$ cat src/rtl/ps2_pkg.sv
// Shared definitions for the PS/2 to Z88 keyboard matrix controller:
// decoder states, PS/2 protocol byte values and matrix geometry.
package ps2_pkg;

    typedef enum logic [2:0] {
        ST_IDLE,
        ST_EXT,
        ST_BRK,
        ST_EXT_BRK,
        ST_PAUSE
    } kb_state_t;

    localparam logic [7:0] PS2_EXT    = 8'hE0;
    localparam logic [7:0] PS2_BRK    = 8'hF0;
    localparam logic [7:0] PS2_PAUSE  = 8'hE1;
    localparam logic [7:0] PS2_ACK    = 8'hFA;
    localparam logic [7:0] PS2_BAT    = 8'hAA;
    localparam logic [7:0] PS2_ECHO   = 8'hEE;
    localparam logic [7:0] PS2_RESEND = 8'hFE;
    localparam logic [7:0] PS2_OVR0   = 8'h00;
    localparam logic [7:0] PS2_OVR1   = 8'hFF;

    localparam int ROWS  = 8;
    localparam int COLS  = 8;
    localparam int ROW_W = 3;
    localparam int COL_W = 3;

    // Keyboard controller replies that carry no key information.
    function automatic logic is_ctrl_resp(input logic [7:0] b);
        return (b == PS2_ACK) || (b == PS2_BAT) || (b == PS2_ECHO) || (b == PS2_RESEND);
    endfunction

    function automatic logic is_ovr_code(input logic [7:0] b);
        return (b == PS2_OVR0) || (b == PS2_OVR1);
    endfunction

endpackage

$ cat src/rtl/ps2_z88_keymap.sv
// Combinational map from {extended flag, set-2 scancode} to a Z88 matrix
// position; the table entries are written as octal {row,col} pairs.
module ps2_z88_keymap
    import ps2_pkg::*;
(
    input  logic [8:0]       key,
    output logic             hit,
    output logic [ROW_W-1:0] row,
    output logic [COL_W-1:0] col
);

    logic [5:0] rc;

    always_comb begin
        hit = 1'b1;
        rc  = 6'o00;
        case (key)
            9'h03D: rc = 6'o00;  9'h03B: rc = 6'o01;  9'h031: rc = 6'o02;  9'h033: rc = 6'o03;
            9'h035: rc = 6'o04;  9'h036: rc = 6'o05;  9'h05A: rc = 6'o06;  9'h066: rc = 6'o07;
            9'h03E: rc = 6'o10;  9'h042: rc = 6'o11;  9'h03A: rc = 6'o12;  9'h034: rc = 6'o13;
            9'h03C: rc = 6'o14;  9'h02E: rc = 6'o15;  9'h029: rc = 6'o16;  9'h175: rc = 6'o17;
            9'h046: rc = 6'o20;  9'h043: rc = 6'o21;  9'h041: rc = 6'o22;  9'h02B: rc = 6'o23;
            9'h02C: rc = 6'o24;  9'h025: rc = 6'o25;  9'h00D: rc = 6'o26;  9'h172: rc = 6'o27;
            9'h045: rc = 6'o30;  9'h01C: rc = 6'o31;  9'h049: rc = 6'o32;  9'h023: rc = 6'o33;
            9'h02D: rc = 6'o34;  9'h026: rc = 6'o35;  9'h076: rc = 6'o36;  9'h16B: rc = 6'o37;
            9'h04E: rc = 6'o40;  9'h044: rc = 6'o41;  9'h04A: rc = 6'o42;  9'h024: rc = 6'o43;
            9'h01B: rc = 6'o44;  9'h01E: rc = 6'o45;  9'h00E: rc = 6'o46;  9'h174: rc = 6'o47;
            9'h055: rc = 6'o50;  9'h04D: rc = 6'o51;  9'h04C: rc = 6'o52;  9'h01D: rc = 6'o53;
            9'h022: rc = 6'o54;  9'h016: rc = 6'o55;  9'h011: rc = 6'o56;  9'h014: rc = 6'o57;
            9'h05D: rc = 6'o60;  9'h054: rc = 6'o61;  9'h052: rc = 6'o62;  9'h015: rc = 6'o63;
            9'h01A: rc = 6'o64;  9'h021: rc = 6'o65;  9'h012: rc = 6'o66;  9'h059: rc = 6'o67;
            9'h05B: rc = 6'o70;  9'h04B: rc = 6'o71;  9'h058: rc = 6'o72;  9'h02A: rc = 6'o73;
            9'h032: rc = 6'o74;  9'h005: rc = 6'o75;  9'h006: rc = 6'o76;  9'h004: rc = 6'o77;
            default: hit = 1'b0;
        endcase
    end

    assign row = rc[5:3];
    assign col = rc[2:0];

endmodule

$ cat src/rtl/ps2_z88_keymatrix.sv
// PS/2 scancode sequencer that maintains the Z88 8x8 key matrix, answers
// active-low row-select port reads and owns the Caps Lock LED state.
module ps2_z88_keymatrix #(
    parameter int         PAUSE_SKIP = 7,
    parameter logic [7:0] CAPS_CODE  = 8'h58
) (
    input  logic       clk,
    input  logic       rst,
    input  logic       kb_vld,
    input  logic [7:0] kb_data,
    input  logic [7:0] row_sel,
    output logic [7:0] col_out,
    output logic       caps_led,
    output logic       key_any,
    output logic       overrun,
    input  logic       ovr_clr
);
    import ps2_pkg::*;

    kb_state_t                   state;
    logic                        vld_q;
    logic                        cap_vld;
    logic [7:0]                  cap;
    logic [3:0]                  skip;
    logic [ROWS-1:0][COLS-1:0]   matrix;
    logic                        lk_ext;
    logic                        lk_hit;
    logic [ROW_W-1:0]            lk_row;
    logic [COL_W-1:0]            lk_col;
    logic                        caps_new;
    logic [COLS-1:0]             sel_cols;

    assign lk_ext = (state == ST_EXT) || (state == ST_EXT_BRK);

    ps2_z88_keymap u_keymap (
        .key ({lk_ext, cap}),
        .hit (lk_hit),
        .row (lk_row),
        .col (lk_col)
    );

    // Typematic repeats of Caps Lock arrive with the key bit already set.
    assign caps_new = !lk_ext && (cap == CAPS_CODE) && !(lk_hit && matrix[lk_row][lk_col]);

    always_comb begin
        sel_cols = '0;
        for (int r = 0; r < ROWS; r++) begin
            if (!row_sel[r]) sel_cols = sel_cols | matrix[r];
        end
    end

    always_ff @(posedge clk) begin
        if (rst) begin
            state    <= ST_IDLE;
            vld_q    <= 1'b0;
            cap_vld  <= 1'b0;
            cap      <= 8'h00;
            skip     <= 4'd0;
            matrix   <= '0;
            col_out  <= 8'hFF;
            caps_led <= 1'b0;
            key_any  <= 1'b0;
            overrun  <= 1'b0;
        end else begin
            vld_q   <= kb_vld;
            cap_vld <= kb_vld && !vld_q;
            if (kb_vld && !vld_q) cap <= kb_data;
            col_out <= ~sel_cols;
            key_any <= |matrix;
            if (ovr_clr) overrun <= 1'b0;

            if (cap_vld) begin
                if (state != ST_PAUSE && is_ovr_code(cap)) begin
                    matrix <= '0;
                    if (!ovr_clr) overrun <= 1'b1;
                    state  <= ST_IDLE;
                end else begin
                    case (state)
                        ST_IDLE: begin
                            if (cap == PS2_EXT) begin
                                state <= ST_EXT;
                            end else if (cap == PS2_BRK) begin
                                state <= ST_BRK;
                            end else if (cap == PS2_PAUSE) begin
                                state <= ST_PAUSE;
                                skip  <= 4'(PAUSE_SKIP);
                            end else if (!is_ctrl_resp(cap)) begin
                                if (lk_hit) matrix[lk_row][lk_col] <= 1'b1;
                                if (caps_new) caps_led <= ~caps_led;
                            end
                        end
                        ST_EXT: begin
                            if (cap == PS2_BRK) begin
                                state <= ST_EXT_BRK;
                            end else if (cap != PS2_EXT) begin
                                if (lk_hit) matrix[lk_row][lk_col] <= 1'b1;
                                state <= ST_IDLE;
                            end
                        end
                        ST_BRK, ST_EXT_BRK: begin
                            if (lk_hit) matrix[lk_row][lk_col] <= 1'b0;
                            state <= ST_IDLE;
                        end
                        ST_PAUSE: begin
                            skip <= skip - 4'd1;
                            if (skip <= 4'd1) state <= ST_IDLE;
                        end
                        default: state <= ST_IDLE;
                    endcase
                end
            end
        end
    end

endmodule
$ cat config.mk
export PLATFORM = sky130hd
export DESIGN_NAME = ps2_z88_keymatrix
export DESIGN_NICKNAME = d
export VERILOG_FILES = /design/src/rtl/ps2_pkg.sv /design/src/rtl/ps2_z88_keymap.sv /design/src/rtl/ps2_z88_keymatrix.sv
export SDC_FILE = /design/constraint.sdc
export NUM_CORES = 1
export LEC_CHECK = 0
export CAP_MARGIN = 20
export CORE_ASPECT_RATIO = 0.9
export CORE_MARGIN = 4
export CORE_UTILIZATION = 45
export CTS_BUF_LIST = sky130_fd_sc_hd__clkbuf_4
export CTS_CLUSTER_DIAMETER = 60
export CTS_CLUSTER_SIZE = 25
export DETAILED_ROUTE_END_ITERATION = 6
export GPL_ROUTABILITY_DRIVEN = 0
export GPL_TIMING_DRIVEN = 0
export MAX_ROUTING_LAYER = met4
export PLACE_DENSITY = 0.59
export SLEW_MARGIN = 20
export SYNTH_ARGS = -nofsm -noshare
export SYNTH_HDL_FRONTEND = slang
export SYNTH_SLANG_ARGS = --single-unit
$ cat constraint.sdc
create_clock -name clk -period 6.4 [get_ports clk]
set_clock_uncertainty 0.2 [all_clocks]
set_input_delay 1.28 -clock clk [delete_from_list [all_inputs] [get_ports clk]]
set_output_delay 1.28 -clock clk [all_outputs]
set_load 0.01 [all_outputs]
==> impl_metrics.env <==
export IMPL_status="finished with violations"
export IMPL_violations="design-rule violations"
export IMPL_synth_top_area_share=0.263
export IMPL_startpoint_kind_of_the_worst_setup_timing_path="register"
export IMPL_drcViolationCount=59
export IMPL_syn_num_nets=977
export IMPL_routedWlPerCell_um=26.7
export IMPL_post_synth_top_area_cell="dfxtp_1"
export IMPL_grt_pass1_vias=7706
export IMPL_tritoncts_num_buffers=9
export IMPL_vias=8366
export IMPL_cellLeakagePower_uw=0.00246
export IMPL_ios=31
export IMPL_cts_repair_timing_setup_buffer_count=0
export IMPL_drive_gt1_frac=0.111
export IMPL_rr_worst_depth=14
export IMPL_ys_top_cells_by_count="nor2_1 (138), dfxtp_1 (92), inv_1 (72), o21ai_0 (72)"
export IMPL_synth_enable_flop_cells=0
export IMPL_regToRegEndpoint="matrix[47]$_SDFFE_PP0P_"
export IMPL_synthDistinctLibCells=91
export IMPL_leading_post_synthesis_cells_by_cell_area="dfxtp_1 (26%), nor2_1 (7.4%), o21ai_0 (5.1%)"
export IMPL_cts_sinks=92
export IMPL_clk_pin_slew_ns=0.16
export IMPL_core_area_um2=15000
export IMPL_detail_route_antenna_nets=0
export IMPL_final_max_slew_viol_count=0
export IMPL_grt_max_degree=18
export IMPL_report_final_setup_viol=0
export IMPL_first_iter_violations=1895
export IMPL_clock_root_buffer="clkbuf_4"
export IMPL_first_pass_iters=7
export IMPL_worst_pin_slew_ns=1.16
export IMPL_area_growth_pct=9.44
export IMPL_totalWireLength_mm=31.8
export IMPL_ys_ff_latch=92
export IMPL_finalCritPeriodShare=0.773
export IMPL_dieArea_um2=17600
export IMPL_power_density_nw_per_um2=174
export IMPL_syn_area_per_cell_um2=7.33
export IMPL_grt_util_all_layers=0.360
export IMPL_vdd_drop_max_v=0.000134
export IMPL_timing_reg2reg_setup_slack_ns=1.45
export IMPL_clk_latency_ns=0.53
export IMPL_dp_cells=1175
export IMPL_timing_hold_violations_final=0
export IMPL_setup_worst_path_end="matrix[47]$_SDFFE_PP0P_"
export IMPL_die_h_um=126
export IMPL_port_buffer_count=22
export IMPL_syn_instance_count=955
export IMPL_synth_yosys_warnings=0
export IMPL_hold_path_class="register to register"
export IMPL_rsz_0062_raised_after_global_routing="no"
export IMPL_cts_hold_buf=0
export IMPL_antenna_violations_before_repair=1
export IMPL_setup_tns_final_ns=0
export IMPL_synthArstFlopShare=0
export IMPL_synthMostInstantiatedCell="nor2_1"
export IMPL_critPathKind="register to register"
export IMPL_max_cap_violations=0
export IMPL_worst_ep_arrival_time_ns=5.14
export IMPL_grt_pass1_wl_mm=47.6
export IMPL_synth_ff_type="dfxtp_1"
export IMPL_critical_path_startpoint="cap[3]$_SDFFE_PP0P_"
export IMPL_cts_tree="yes"
export IMPL_dp_hpwl_mm=23.8
export IMPL_grt_overflow=0
export IMPL_worstReg2RegStart="cap[3]$_SDFFE_PP0P_"
export IMPL_worstSetupEndpointType="register"
export IMPL_detail_route_vias_per_cell=7.02
export IMPL_min_period_ns=4.95
export IMPL_slew_headroom=0.223
export IMPL_cell_area_synth_um2=7000
export IMPL_highest_clock_frequency_the_design_can_meet_mhz=202
export IMPL_design_final_nets=1010
export IMPL_total_of_cells_resized_after_clock_tree_synthesis=0
export IMPL_initial_utilization=0.467
export IMPL_critical_path_peak_fanout=10
export IMPL_final_cells=1192
export IMPL_synth_seq_area_share=0.263
export IMPL_std_cell_rows=42
export IMPL_worstPathRequired_ns=6.59
export IMPL_clock_path_buffers=2
export IMPL_dieWidth_um=139
export IMPL_htree_levels=3
state kept, by name (all words and copies together) (netlist names), 3 cells and up:
register / flops
skip: 4
cap: 8
col_out: 8
matrix: 64
state: 3
cell usage in the layout (no fill, tap or decap), types with 14 or more instances in the layout:
cell type	netlist	routed
a22oi_1	36	36
nand4_1	18	18
o22ai_1	42	42
nor4_1	32	31
inv_1	72	72
a32oi_1	17	17
dfxtp_1	92	92
nand3_1	24	24
nor2_1	138	138
nor3_1	28	28
nand2_1	42	42
clkbuf_1	40	40
a21oi_1	40	40
mux2i_1	15	15
clkdlybuf4s50_1	0	22
buf_2	20	20
buf_6	14	14
o21ai_0	72	72
worst min-delay path by stage:
stage	startpoint	endpoint	depth (start not counted)
floorplan	vld_q$_SDFF_PP0_	cap_vld$_SDFF_PP0_	1
global placement	vld_q$_SDFF_PP0_	cap_vld$_SDFF_PP0_	1
detailed placement	vld_q$_SDFF_PP0_	cap_vld$_SDFF_PP0_	1
CTS	vld_q$_SDFF_PP0_	cap_vld$_SDFF_PP0_	1
global route	vld_q$_SDFF_PP0_	cap_vld$_SDFF_PP0_	1
finish	vld_q$_SDFF_PP0_	cap_vld$_SDFF_PP0_	1
layout make-up:
class	count	area, um^2
diodes	1	2.50
clock buffers	9	67.6
inverters	73	274
well taps	198	248
fillers	1572	7320
repair buffers	22	220
multi-input cells	701	4390
flip-flops and latches	92	1840
clock inverters	7	104
plain buffers	89	509
cells by family after synthesis:
logic type               Yosys count  synth area share
XOR/XNOR                           4           0.00500
AND/OR/NAND/NOR                  378             0.299
buffers and inverters            162             0.112
adder cells (fa/ha/maj)            2           0.00357
flip-flops                        92             0.263
multiplexers                      15            0.0215
AO/OA/AOI/OAI                    302             0.296
critical path: stages (launching register included):
cell and delay [ns]:
dfxtp_1 0.36, buf_4 0.17, buf_6 0.14, nor2_1 0.61
nand2_1 0.50, o21ai_0 0.58, nor4_2 0.17, o2111ai_1 0.19
o21ai_1 0.17, a21oi_1 0.46, buf_2 0.35, buf_2 0.30
o21ai_0 0.12, a32oi_1 0.41, nor2_1 0.09
power breakdown:
part | switching, uW | internal [uW]
clock | 248 | 165
combinational | 232 | 102
sequential | 5.35 | 579
through the flow:
step	worst slack (ns)	hold slack, ns	util	total power (uW)	instance area (um^2)
6_report	1.45	0.244	0.511	1330	7660
5_1_grt	1.42	0.270	0.511	1370	7660
4_1_cts	1.83	0.241	0.511	1320	7650
3_5_place_dp	1.90	0.219	0.499	912	7480
3_3_place_gp	1.86	0.202	0.499	913	7470
2_1_floorplan	3.19	0.192	-	809	7000
layer usage:
metal  routed length (um)  global-route usage  part of all wire  up-vias
li1                     -                   -                 -     3616
met3                 5060               0.149              0.16      181
met2                12500               0.491              0.39      683
met5                    0                   -                 0        -
met4                 1690               0.147             0.053        0
met1                12500               0.469              0.39     3886
Power figures use the tool's default switching activity.
